===== src/rtl/layer_controller_pkg.sv =====
// Shared types for the layer controller: fixed-point format, activation kinds and FSM states.
package layer_controller_pkg;

  localparam int INTEGRAL_WIDTH = 8;
  localparam int FRACTION_WIDTH = 8;
  localparam int FIXED_WIDTH    = INTEGRAL_WIDTH + FRACTION_WIDTH;

  typedef logic signed [FIXED_WIDTH-1:0] fixed_point;

  typedef enum logic [1:0] {
    ACT_NONE,
    ACT_RELU,
    ACT_SIGMOID,
    ACT_TANH
  } activation_type;

  typedef enum logic [1:0] {
    IDLE,
    START,
    COMPUTE,
    HOLD
  } layer_state;

  // Bits needed to hold every value from 0 up to and including maxValue.
  function automatic int count_width(input int maxValue);
    return $clog2(maxValue + 1);
  endfunction

endpackage


===== src/rtl/layer_watchdog.sv =====
// Saturating cycle counter; o_expired flags the enabled cycle on which the count reaches LIMIT.
module layer_watchdog
  import layer_controller_pkg::*;
#(
  parameter int LIMIT = 64
) (
  input  logic clock,
  input  logic reset,
  input  logic i_clear,
  input  logic i_enable,
  output logic o_expired
);

  localparam int CW = count_width(LIMIT);

  logic [CW-1:0] r_count;

  always_ff @(posedge clock) begin
    if (!reset) begin
      r_count <= '0;
    end else if (i_clear) begin
      r_count <= '0;
    end else if (i_enable && (r_count != CW'(LIMIT))) begin
      r_count <= r_count + 1'b1;
    end
  end

  // Expires on the cycle whose increment would bring the count to LIMIT.
  assign o_expired = i_enable && (r_count >= CW'(LIMIT - 1));

endmodule


===== src/rtl/layer_controller.sv =====
// Sequences one neuron layer: accept a vector, pulse start, gather per-neuron results, hand off downstream.
module layer_controller
  import layer_controller_pkg::*;
#(
  parameter int NUM_INPUTS     = 16,
  parameter int NUM_NEURONS    = 8,
  parameter int TIMEOUT_CYCLES = 64
) (
  input  logic                          clock,
  input  logic                          reset,
  input  logic                          in_valid,
  output logic                          in_ready,
  input  fixed_point [NUM_INPUTS-1:0]   in_data,
  output fixed_point [NUM_INPUTS-1:0]   neuron_inputs,
  output logic                          neuron_start,
  input  logic [NUM_NEURONS-1:0]        neuron_done,
  input  fixed_point [NUM_NEURONS-1:0]  neuron_out,
  output logic                          out_valid,
  input  logic                          out_ready,
  output fixed_point [NUM_NEURONS-1:0]  out_data,
  output logic                          busy,
  output logic                          error,
  input  logic                          clear_error
);

  if (NUM_NEURONS < 1) begin : g_badNeurons
    $fatal(1, "layer_controller: NUM_NEURONS must be at least 1");
  end
  if (TIMEOUT_CYCLES < NUM_INPUTS + 4) begin : g_badTimeout
    $fatal(1, "layer_controller: TIMEOUT_CYCLES must be at least NUM_INPUTS+4");
  end

  layer_state                   r_state;
  layer_state                   w_nextState;
  fixed_point [NUM_INPUTS-1:0]  r_neuronInputs;
  fixed_point [NUM_NEURONS-1:0] r_outData;
  logic [NUM_NEURONS-1:0]       r_doneMask;
  logic                         r_error;

  logic                         w_accept;
  logic                         w_expired;
  logic                         w_allDone;
  logic                         w_timeout;
  logic [NUM_NEURONS-1:0]       w_newDone;
  logic [NUM_NEURONS-1:0]       w_maskNext;

  // Only first pulses seen during COMPUTE count; everything else is dropped here.
  assign w_newDone  = (r_state == COMPUTE) ? (neuron_done & ~r_doneMask) : '0;
  assign w_maskNext = r_doneMask | w_newDone;
  assign w_allDone  = &w_maskNext;
  assign w_accept   = in_valid && in_ready;
  assign w_timeout  = (r_state == COMPUTE) && !w_allDone && w_expired;

  layer_watchdog #(
    .LIMIT (TIMEOUT_CYCLES)
  ) u_watchdog (
    .clock     (clock),
    .reset     (reset),
    .i_clear   (w_accept),
    .i_enable  (r_state == COMPUTE),
    .o_expired (w_expired)
  );

  always_ff @(posedge clock) begin
    if (!reset) begin
      r_state <= IDLE;
    end else begin
      r_state <= w_nextState;
    end
  end

  always_comb begin
    w_nextState = r_state;
    case (r_state)
      IDLE:    if (w_accept) w_nextState = START;
      START:   w_nextState = COMPUTE;
      COMPUTE: begin
        if (w_allDone) begin
          w_nextState = HOLD;
        end else if (w_expired) begin
          w_nextState = IDLE;
        end
      end
      HOLD:    if (out_ready) w_nextState = in_valid ? START : IDLE;
      default: w_nextState = IDLE;
    endcase
  end

  // Completion wins over an expiry landing on the same cycle.
  always_ff @(posedge clock) begin
    if (!reset) begin
      r_neuronInputs <= '0;
      r_outData      <= '0;
      r_doneMask     <= '0;
      r_error        <= 1'b0;
    end else begin
      if (w_accept) begin
        r_neuronInputs <= in_data;
        r_doneMask     <= '0;
      end else begin
        r_doneMask <= w_maskNext;
      end
      for (int i = 0; i < NUM_NEURONS; i++) begin
        if (w_newDone[i]) begin
          r_outData[i] <= neuron_out[i];
        end
      end
      if (w_timeout) begin
        r_error <= 1'b1;
      end else if (clear_error) begin
        r_error <= 1'b0;
      end
    end
  end

  assign in_ready      = reset && ((r_state == IDLE) || ((r_state == HOLD) && out_ready));
  assign neuron_start  = (r_state == START);
  assign out_valid     = (r_state == HOLD);
  assign busy          = (r_state != IDLE);
  assign error         = r_error;
  assign neuron_inputs = r_neuronInputs;
  assign out_data      = r_outData;

endmodule

===== config.mk =====
export PLATFORM = sky130hd
export DESIGN_NAME = layer_controller
export DESIGN_NICKNAME = d
export VERILOG_FILES = /design/src/rtl/layer_controller_pkg.sv /design/src/rtl/layer_watchdog.sv /design/src/rtl/layer_controller.sv
export SDC_FILE = /design/constraint.sdc
export NUM_CORES = 1
export LEC_CHECK = 0
export ABC_AREA = 1
export CAP_MARGIN = 10
export CORE_AREA = 10 10 298 300
export CTS_BUF_LIST = sky130_fd_sc_hd__clkbuf_8
export DETAILED_ROUTE_END_ITERATION = 10
export DIE_AREA = 0 0 308 310
export PLACE_DENSITY = 0.45
export SKIP_LAST_GASP = 1
export SLEW_MARGIN = 15
export SYNTH_ARGS = -nofsm -noshare
export SYNTH_HDL_FRONTEND = slang
export SYNTH_HIERARCHICAL = 1
export SYNTH_SLANG_ARGS = --single-unit

===== constraint.sdc =====
create_clock -name clock -period 1.9 [get_ports clock]
set_clock_uncertainty 0.15 [all_clocks]
set_input_delay 0.475 -clock clock [delete_from_list [all_inputs] [get_ports clock]]
set_output_delay 0.475 -clock clock [all_outputs]
set_load 0.01 [all_outputs]

# [Word-level counts from Yosys, hierarchy flattened]
# Index checks and enable logic that the tools add are counted.
[classes] addsub=1 mul=0 div=0 n_lt_le_gt_ge=1 eq_ne=7 shift=0 n_mux=9 bitwise=4 reduce_logical=15
[op_table] operator="$and 8x8->8" n=1
[op_table] operator="$mux 2" n=4
[op_table] operator="$mux 8" n=1
[op_table] operator="$not 8->8" n=1
[op_table] operator="$or 8x8->8" n=1
[op_table] operator="$pmux 2 s4" n=1
[op_table] operator="$reduce_and 8->1" n=1
[op_table] operator="$add 7x1->7 const B" n=1
[op_table] operator="$ge 7x6->1 const B" n=1
[op_table] operator="$logic_and 1x1->1" n=7
[op_table] operator="$ne 7x7->1 const B" n=1
[op_table] operator="$eq 2x2->1 const B" n=2
[op_table] operator="$ne 2x1->1 const B" n=2
[op_table] operator="$reduce_bool 2->1" n=2
[op_table] operator="$mux 1" n=3
[op_table] operator="$ne 3x3->1 const B" n=1
[op_table] operator="$reduce_and 3->1" n=1
[op_table] operator="$eq 2x1->1 const B" n=1
[op_table] operator="$logic_not 2->1" n=1
[op_table] operator="$reduce_or 2->1" n=1
[op_table] operator="$logic_not 1->1" n=1
[op_table] operator="$logic_or 1x1->1" n=1
[op_table] operator="$not 1->1" n=1
[totals] ff_bits=402 latch_bits=0 mem_bits_rw=0 rom_bits=0 inputBits=397 output_inout_bits=389 n_memories=0

# [Depth between registers and ports, before layout]
# Gate-level depths: netlist (run 1).
[logic_depth] depth_word=9 depth_mapped=12 mapped_depth_nobuf=11

# [Cells and area by module]
# Netlist (run 1), hierarchy kept.
[modules_own_cells] module="layer_controller" instances=1 cells_each=1761 area_each_um2=13729.4
[modules_own_cells] module="layer_watchdog" instances=1 cells_each=69 area_each_um2=447.9

# [Worst setup path after synthesis (run 1)]
# Ideal clock, no wire load.
[synth_timing] kind="input -> output" start="input port reset" end="output port in_ready" arrival_ns=1.170 slack_ns=0.105 path_stages=4 n_path_buf=2 path_cell_list="buf_2 > clkbuf_1 > inv_1 > nor2_1"
[synth_between] elab_chain_len=1
[synth_lines] item="start: declaration" line_no="layer_controller.sv:10" source="input logic reset,"
[synth_lines] item="$logic_and 1x1->1" line_no="layer_controller.sv:116" source="assign in_ready = reset && ((r_state == IDLE) || ((r_state == HOLD) && out_ready));"
[synth_lines] item="end: declaration" line_no="layer_controller.sv:12" source="output logic in_ready,"
# Every way passes these cells.

# [Worst setup path in the final report (run 1)]
[layout_timing] start="input port out_ready" end="output port in_ready"
[layout_between] elab_chain_len=3
[layout_lines] item="start: declaration" line_no="layer_controller.sv:19" source="input logic out_ready,"
[layout_lines] item="$logic_and 1x1->1" line_no="layer_controller.sv:116"
[layout_lines] item="$logic_or 1x1->1" line_no="layer_controller.sv:116"
[layout_lines] item="$logic_and 1x1->1" line_no="layer_controller.sv:116"
# Every way passes these cells.

==> results.yml, run 1 <==
outcome:
  status: "finished, violations left"
  violations: "negative setup slack"
logic_synthesis:
  syn_inst: 1830
  synth_nets: 2229
  async_reset_ff_frac: 0
  yosysTopAreaCell: "dfxtp_1"
  ys_types: 27
  synth_edf_count: 0
  yosysWarnings: 6
  netlist_area_mm2: 0.0142
  synth_top_area_share: 0.568
  ys.flop_type: "dfxtp_1"
  seq_area_frac_synth: 0.568
  netlist_top_cells_count: "548 x nand2_1, 402 x dfxtp_1, 280 x nor2_1, 266 x nand3_1, 130 x o21ai_0"
  synth_area_leaders: "dfxtp_1 57%, nand2_1 15%, nand3_1 9.4%"
  avgSynthCellArea_um2: 7.75
  synth.most_common_cell: "nand2_1"
  ys_ff_latch: 402
timing:
  worst_pin_slew_ps: 437
  finalSetupTns_ps: -1290
  fmax_mhz: 461
  rsz0062_at_grt: "yes"
  min_period_ps: 2170
  worst_hold_slack_ps: 99.7
  hold_viol_final: 0
  maxSlewViolCount: 0
  max-slew-margin-rel: 0.709
  fin_crit_sh: 1.14
  fin_ws_ps: -269
  setup_violations: 19
floorplan:
  initial_core_util: 0.171
  num_rows: 106
  ios: 786
  die-width_um: 308
  dieHeight_um: 310
  die_area_mm2: 0.0955
  fp.coreArea_mm2: 0.0829
route:
  route.antenna.remaining_nets: 0
  wire_per_inst_um: 19.3
  drc: 0
  routed_wl_um: 75000
  vias_per_cell: 4.00
  vias: 15507
  first_pass_iters: 5
  drtIter0Drc: 763
setup_path:
  reg2reg_depth: 10
  slowest_delay_ps: 470
  required_ps: 1270
  rr_startpoint: "r_state[1]$_SDFFE_PN0P_"
  crit_slowest_cell: "clkdlybuf4s50_1"
  crit_path_start_kind: "input port"
  critPathArrivalTime_ps: 1540
  rrSetupSlack_ps: 10
  crit_fanout: 2
  path_cells: "clkdlybuf4s50_1 -> inv_1 -> o21ai_4 -> inv_2 -> nor2_4 -> buf_6"
  r2r-end: "neuron_inputs[212]$_SDFFE_PN0P_"
  criticalPathCategory: "input port to primary output"
  crit_path_end_kind: "primary output"
clock_network:
  cts_hold_buf: 0
  clock_latency_ps: 650
  numCtsBuffers: 81
  cts_tree: "built"
  root_buffer: "clkbuf_8"
  clockBufferDepth: 3
  clock_sinks: 402
  cts_max_level: 3
  clk_pin_slew_worst_paths_ps: 60
power:
  p_sw_mw: 11.1
  total_power_mw: 31.9
  clkPwrFrac: 0.291
  p_sw_frac: 0.348
  internal_power_mw: 20.8
  p_per_area_mw_per_mm2: 1250
  vdd_drop_max_uv: 724
  sequentialPowerShare: 0.359
  p_leak_nw: 12.2
  pwr-share-comb: 0.350
grt:
  antenna_found_initial: 11
  grt_pass1_wl_um: 105000
  grt_max_degree: 83
  overflow: 0
  grt_pass1_vias: 15887
  grt_usage: 0.145
worst_hold_path:
  min_path_cells: 4
  worst_hold_startpoint: "reset"
  min_to: "r_state[0]$_SDFFE_PN0P_"
  hp-class: "input port to flop"
placed_design:
  place_area_mm2: 0.0241
  place.gp.congestion: 0.807
  io_buffer_count: 785
  hpwl_um: 56100
finish:
  layout-drive-gt1-share: 0.284
  nets: 3128
  fill_cells: 8921
  area_growth_pct: 79.6
  final_area_mm2: 0.0255
job:
  drv_cap: 0
[worst max-delay path by stage]
stage               endpoint                     from  cells after the start
CTS                 in_ready  r_state[0]$_SDFFE_PN0P_                      5
finish              in_ready                out_ready                      6
global route        in_ready  r_state[1]$_SDFFE_PN0P_                      5
floorplan           in_ready                    reset                      4
detailed placement  in_ready                out_ready                      6
global placement    in_ready                out_ready                      6
[layout make-up]
| type | instances | area (µm²) | share of cell area |
|---|---|---|---|
| multi-input cells | 1265 | 5750 | 0.226 |
| well taps | 1080 | 1350 | 0.0531 |
| flip-flops and latches | 402 | 8110 | 0.319 |
| clock inverters | 44 | 303 | 0.0119 |
| clock buffers | 101 | 1390 | 0.0546 |
| diodes | 7 | 17.5 | 0.000688 |
| inverters | 46 | 201 | 0.00791 |
| repair buffers | 933 | 8330 | 0.327 |
[power by group through the flow]
| stage | combinational [mW] | clock [mW] | sequential (mW) |
|---|---|---|---|
| after global placement | 11.3 | 0 | 11.5 |
| after CTS | 10.8 | 9.71 | 11.4 |
| after detailed placement | 11.3 | 0 | 11.5 |
| after floorplan | 3.33 | 0 | 12.2 |
| after global routing | 12.2 | 10.1 | 11.7 |
| final | 11.2 | 9.27 | 11.4 |
[state kept, by name, indices dropped and copies added (netlist names)]
register            flops
u_watchdog/r_count      7
r_state                 2
r_doneMask              8
neuron_inputs         256
out_data              128
error                   1
[cells by family (layout without fill, tap and decap cells)]
| kind of cell | count (synthesis) | in the layout | share of synthesized area |
|---|---|---|---|
| other cells | 0 | 7 | 0 |
| flops | 402 | 402 | 0.568 |
| fa+ha+maj | 2 | 2 | 0.00176 |
| compound gates | 147 | 147 | 0.0534 |
| xor+xnor | 1 | 1 | 0.000618 |
| simple gates | 1115 | 1115 | 0.326 |
| buf+inv | 163 | 1124 | 0.0507 |
[timing repair]
action,4_1_cts,5_1_grt
buffers inserted,19,8
pin swaps,17,4
setup endpoints to repair,495,294
gates cloned,13,8
resized for setup,1705,113
[per-stage QoR]
step	worst slack [ps]	cells	util
final	-269	3878	0.307
after global routing	-335	3876	0.307
after CTS	-394	3856	0.301
after detailed placement	-851	3682	0.290
after global placement	-877	3682	0.290
after floorplan	105	1830	-
[routing by layer]
layer  up-vias  track usage  routed length [µm]
li1       7665            -                   -
met1      7119        0.151               27500
met2       585        0.258               37800
met3       130       0.0650                7390
met4         8       0.0502                2290
met5         -            0                  66
[layout by cell type (no fill, tap or decap), drive strengths merged]
cell | netlist | routed
nor2 | 283 | 283
clkinvlp | 0 | 3
clkinv | 0 | 11
bufinv | 0 | 2
a31oi | 1 | 1
buf | 84 | 528
nand4 | 3 | 3
nand3 | 269 | 269
nand2 | 558 | 558
xor2 | 1 | 1
a21oi | 12 | 12
o21ai | 132 | 132
clkdlybuf4s50 | 0 | 395
inv | 46 | 74
ha | 2 | 2
clkbuf | 33 | 108
diode | 0 | 7
dfxtp | 402 | 402
bufbuf | 0 | 3
nor3 | 2 | 2
o21bai | 2 | 2
[critical path: cells and delay by family]
kind | cells | cell delay [ps]
compound gates | 1 | 180
simple gates | 1 | 110
buf+inv | 4 | 770
Note: power is estimated with default switching activity, not from simulation.
==> inputs of run 2 (changes only) <==
--- a/config.mk
+++ b/config.mk
@@ -9,8 +9,10 @@
 export CAP_MARGIN = 10
 export CORE_AREA = 10 10 298 300
 export CTS_BUF_LIST = sky130_fd_sc_hd__clkbuf_8
+export CTS_CLUSTER_SIZE = 24
 export DETAILED_ROUTE_END_ITERATION = 10
 export DIE_AREA = 0 0 308 310
+export HOLD_SLACK_MARGIN = 0.02
 export PLACE_DENSITY = 0.45
 export SKIP_LAST_GASP = 1
 export SLEW_MARGIN = 15
==> constraint.sdc (replaced) <==
create_clock -name clock -period 2.7 [get_ports clock]
set_clock_uncertainty 0.15 [all_clocks]
set_input_delay 0.675 -clock clock [delete_from_list [all_inputs] [get_ports clock]]
set_output_delay 0.675 -clock clock [all_outputs]
set_load 0.01 [all_outputs]
==> results.yml, run 2 (synthesis gave the netlist of run 1 again) <==
outcome:
  status: "finished, final reports clean"
timing:
  worst_pin_slew_ps: 1140
  hold_viol_final: 0
  min_period_ps: 2640
  rsz0062_at_grt: "no"
  worst_hold_slack_ps: 260
  setup_violations: 0
  maxSlewViolCount: 0
  finalSetupTns_ps: 0
  max-slew-margin-rel: 0.242
  fmax_mhz: 379
  fin_crit_sh: 0.977
clock_network:
  ctsResizeCount: 4
  clockBufferDepth: 3
  numCtsBuffers: 83
  cts_tree: "built"
  cts_hold_buf: 0
  clock_sinks: 402
  root_buffer: "clkbuf_8"
  cts_max_level: 3
  clk_pin_slew_worst_paths_ps: 40
  postCtsSetupRepairBufs: 0
  clock_latency_ps: 670
finish:
  most-common-layout-cells: "780 x clkdlybuf4s50_1, 548 x nand2_1, 402 x dfxtp_1"
  layout_commonest_cell: "clkdlybuf4s50_1"
  area.sequential_mm2: 0.00805
  fill_cells: 8785
  layout-drive-gt1-share: 0.0794
  post-route-util: 0.306
  final_area_mm2: 0.0253
  area_growth_pct: 78.8
  nets: 3047
  multi_input_area_mm2: 0.00542
  largest_reg_flops: 256
grt:
  grt_usage: 0.138
  antenna_found_initial: 12
  grt_max_degree: 177
  overflow: 0
  grt_pass1_vias: 15423
  grt_pass1_wl_um: 99600
placed_design:
  place.gp.congestion: 0.794
  io_buffer_count: 785
  place_area_mm2: 0.0236
  hpwl_um: 55000
route:
  wire_per_inst_um: 18.6
  first_pass_iters: 5
  route.antenna.remaining_nets: 0
  drtIter0Drc: 760
  vias_per_cell: 3.97
  routed_wl_um: 70500
  drc: 0
  vias: 15075
floorplan:
  die-width_um: 308
  fp.coreArea_mm2: 0.0829
  dieHeight_um: 310
  die_area_mm2: 0.0955
  ios: 786
  num_rows: 106
  initial_core_util: 0.171
power:
  p_per_area_mw_per_mm2: 872
  vdd_drop_max_uv: 382
  total_power_mw: 22.1
  p_leak_nw: 10.7
setup_path:
  criticalPathCategory: "input port to primary output"
  crit_path_start_kind: "input port"
  critPathArrivalTime_ps: 1810
  required_ps: 1880
  crit_path_end_kind: "primary output"
  crit_fanout: 2
worst_hold_path:
  hp-class: "input port to flop"
job:
  drv_cap: 0
[run 2: cell types whose count changed in the layout (fill, tap and decap cells not counted), moves of 41 or more]
cell,change
nand3_1,+48
dfxtp_1,+41
buf_2,-325
clkdlybuf4s50_1,+385
buf_4,-61
nand3_2,-48
[run 2: stage by stage]
stage / cells / worst slack, ps
final: 3796 / 62.7
after global routing: 3793 / 12.0
after CTS: 3787 / -89.2
after detailed placement: 3643 / -369
after global placement: 3643 / -512
after floorplan: 1830 / 505
[run 2: report_power, final]
part           internal [mW]  leakage (nW)  total [mW]  switching, mW
registers               7.27          3.29        7.99          0.722
logic                   3.79          6.46        7.52           3.74
clock network           3.75         0.965        6.60           2.85
[run 2: worst max-delay path, stage by stage]
cell,delay (ps)
clkdlybuf4s50_1,490
inv_1,80
o21ai_2,170
inv_1,60
nor2_1,140
clkbuf_2,200
[run 2: routing by layer]
layer / GRT usage / share of wire / vias to the layer above
met5: 0 / 0.00097 / -
met4: 0.0588 / 0.031 / 10
met3: 0.0586 / 0.095 / 122
met2: 0.244 / 0.50 / 522
met1: 0.141 / 0.37 / 6932
li1: - / - / 7489
[run 2: final timing paths]
| check | startpoint | to | slack, ps | cells past startpoint |
|---|---|---|---|---|
| worst max register to register | r_state[1]$_SDFFE_PN0P_ | r_state[1]$_SDFFE_PN0P_ | 740 | 12 |
| worst max-delay path | out_ready | in_ready | 60 | 6 |
| worst min register to register | neuron_inputs[45]$_SDFFE_PN0P_ | neuron_inputs[45]$_SDFFE_PN0P_ | 310 | 2 |
| worst min-delay path | reset | r_state[0]$_SDFFE_PN0P_ | 260 | 3 |
[run 2: layout make-up]
type                    count  area share
clock buffers             107      0.0581
flip-flops and latches    402       0.318
multi-input cells        1265       0.214
clock inverters            37     0.00982
repair buffers            850       0.339
diodes                      9    0.000889
well taps                1080      0.0533
inverters                  46     0.00711
==> inputs of run 3 (changes only) <==
==> constraint.sdc (replaced) <==
create_clock -name clock -period 2.7 [get_ports clock]
set_clock_uncertainty 0.15 [all_clocks]
set_input_delay 0.27 -clock clock [delete_from_list [all_inputs] [get_ports clock]]
set_output_delay 0.27 -clock clock [all_outputs]
set_load 0.01 [all_outputs]
==> results.yml, run 3 (synthesis gave the netlist of run 1 again) <==
outcome:
  status: "finished, final reports clean"
timing:
  fin_ws_ps: 240
  finalSetupTns_ps: 0
  hold_viol_final: 0
  maxSlewViolCount: 0
  worst_hold_slack_ps: 95.5
  setup_violations: 0
  rsz0062_at_grt: "no"
  max-slew-margin-rel: 0.0719
  fin_crit_sh: 0.911
  min_period_ps: 2460
  worst_pin_slew_ps: 1390
  fmax_mhz: 407
power:
  p_per_area_mw_per_mm2: 789
  pwr-share-comb: 0.349
  vdd_drop_max_uv: 360
  p_sw_frac: 0.337
  p_leak_nw: 11.6
  sequentialPowerShare: 0.366
  clkPwrFrac: 0.284
  total_power_mw: 21.9
  p_sw_mw: 7.38
  internal_power_mw: 14.5
grt:
  antenna_found_initial: 10
  grt_pass1_wl_um: 105000
  grt_pass1_vias: 16706
  grt_max_degree: 195
  overflow: 0
  grt_usage: 0.142
setup_path:
  rr_startpoint: "r_state[1]$_SDFFE_PN0P_"
  cp_num_buf_inv: 2
  required_ps: 3080
  crit_path_start_kind: "flop"
  reg2reg_depth: 7
  cp-endpoint: "neuron_inputs[112]$_SDFFE_PN0P_"
  crit_start: "r_state[1]$_SDFFE_PN0P_"
  path_cells: "nand2_1 -> o21ai_2 -> nand3_4 -> buf_12 -> nand3_1 -> nand2_1 -> dlygate4sd3_1"
  slowest_delay_ps: 550
  crit_family: "buffers and inverters"
  r2r-end: "neuron_inputs[112]$_SDFFE_PN0P_"
  path_depth: 7
  criticalPathCategory: "flop to flop"
  crit_path_end_kind: "flop"
  crit_top_cell: "nand2_1"
  crit_fanout: 194
  critPathArrivalTime_ps: 2840
  crit_slowest_cell: "dlygate4sd3_1"
  rrSetupSlack_ps: 240
route:
  routed_wl_um: 72500
  vias_per_cell: 4.02
  route.antenna.remaining_nets: 0
  drc: 0
  drtIter0Drc: 857
  vias: 16210
  first_pass_iters: 6
  wire_per_inst_um: 18.0
placed_design:
  numPlacedInstances: 3603
  hpwl_um: 53600
  place.gp.congestion: 0.798
  pre_cts_slack_ps: 243
  place_area_mm2: 0.0232
  io_buffer_count: 785
finish:
  layout-drive-gt1-share: 0.0546
  fin_cells: 4035
  nets: 3299
  layout_commonest_cell: "clkdlybuf4s50_1"
  area_growth_pct: 95.5
  most-common-layout-cells: "783 x clkdlybuf4s50_1, 548 x nand2_1, 402 x dfxtp_1"
  largest_reg_flops: 256
  post-route-util: 0.334
  final_area_mm2: 0.0277
  fill_cells: 8557
floorplan:
  fp.coreArea_mm2: 0.0829
  num_rows: 106
  die_area_mm2: 0.0955
  dieHeight_um: 310
  die-width_um: 308
  initial_core_util: 0.171
  ios: 786
job:
  drv_cap: 0
worst_hold_path:
  hp-class: "input port to flop"
clock_network:
  clock_sinks: 402
  clk_pin_slew_worst_paths_ps: 60
  clockBufferDepth: 3
  postCtsSetupRepairBufs: 0
  numCtsBuffers: 82
  root_buffer: "clkbuf_8"
  cts_tree: "built"
  cts_max_level: 3
  clock_latency_ps: 650
run 3: changes by cell type in the layout (fill, tap and decap cells not counted), sizes merged:
cell	change
clkdlybuf4s50	+3
clkinv	-2
buf	-40
dlygate4sd3	+293
clkinvlp	-1
bufinv	-1
dlygate4sd2	-2
clkbuf	-9
inv	+2
diode	-4
run 3: area by class of cell:
cell class / count / area (µm²) / area share
Timing Repair Buffer: 1103 / 11100 / 0.402
Multi-Input combinational cell: 1265 / 5420 / 0.196
Clock inverter: 35 / 213 / 0.00767
Antenna cell: 5 / 12.5 / 0.000451
Clock buffer: 99 / 1360 / 0.0492
Inverter: 46 / 180 / 0.00650
Sequential cell: 402 / 8050 / 0.290
Tap cell: 1080 / 1350 / 0.0487
run 3: routing by layer:
metal / vias to the layer above / global-route usage / wire (µm)
met1: 7449 / 0.149 / 26800
met2: 597 / 0.246 / 35800
li1: 7988 / - / -
met3: 170 / 0.0581 / 6880
met4: 6 / 0.0643 / 2980
met5: - / 0 / 42
run 3: power groups by stage:
stage | combinational [mW] | clock (mW) | sequential, mW
finish | 7.64 | 6.22 | 8.01
floorplan | 2.34 | 0 | 8.62
detailed placement | 7.37 | 0 | 8.12
global placement | 7.33 | 0 | 8.07
CTS | 7.78 | 6.55 | 8.02
global route | 8.27 | 6.76 | 8.17
run 3: how the worst min path moves through the flow:
stage	from	endpoint	slack, ps	depth (start not counted)
after floorplan	in_data[0]	neuron_inputs[0]$_SDFFE_PN0P_	230	2
after global placement	neuron_inputs[4]$_SDFFE_PN0P_	neuron_inputs[4]$_SDFFE_PN0P_	300	2
after detailed placement	neuron_inputs[88]$_SDFFE_PN0P_	neuron_inputs[88]$_SDFFE_PN0P_	310	2
after CTS	neuron_out[59]	out_data[59]$_SDFFE_PN0P_	20	3
after global routing	neuron_out[22]	out_data[22]$_SDFFE_PN0P_	40	3
final	in_data[31]	neuron_inputs[31]$_SDFFE_PN0P_	100	3
run 3: worst register-to-register path: stages, from the launching register on:
cell and delay (ps):
dfxtp_1 400, nand2_1 110, o21ai_2 210, nand3_4 190, buf_12 240, nand3_1 440
nand2_1 60, dlygate4sd3_1 550
run 3: timing repair:
item	in CTS	in global routing
endpoints found under the setup margin	1	0
hold buffers	293	0
gates resized for setup	2	0
hold endpoints to repair	321	0
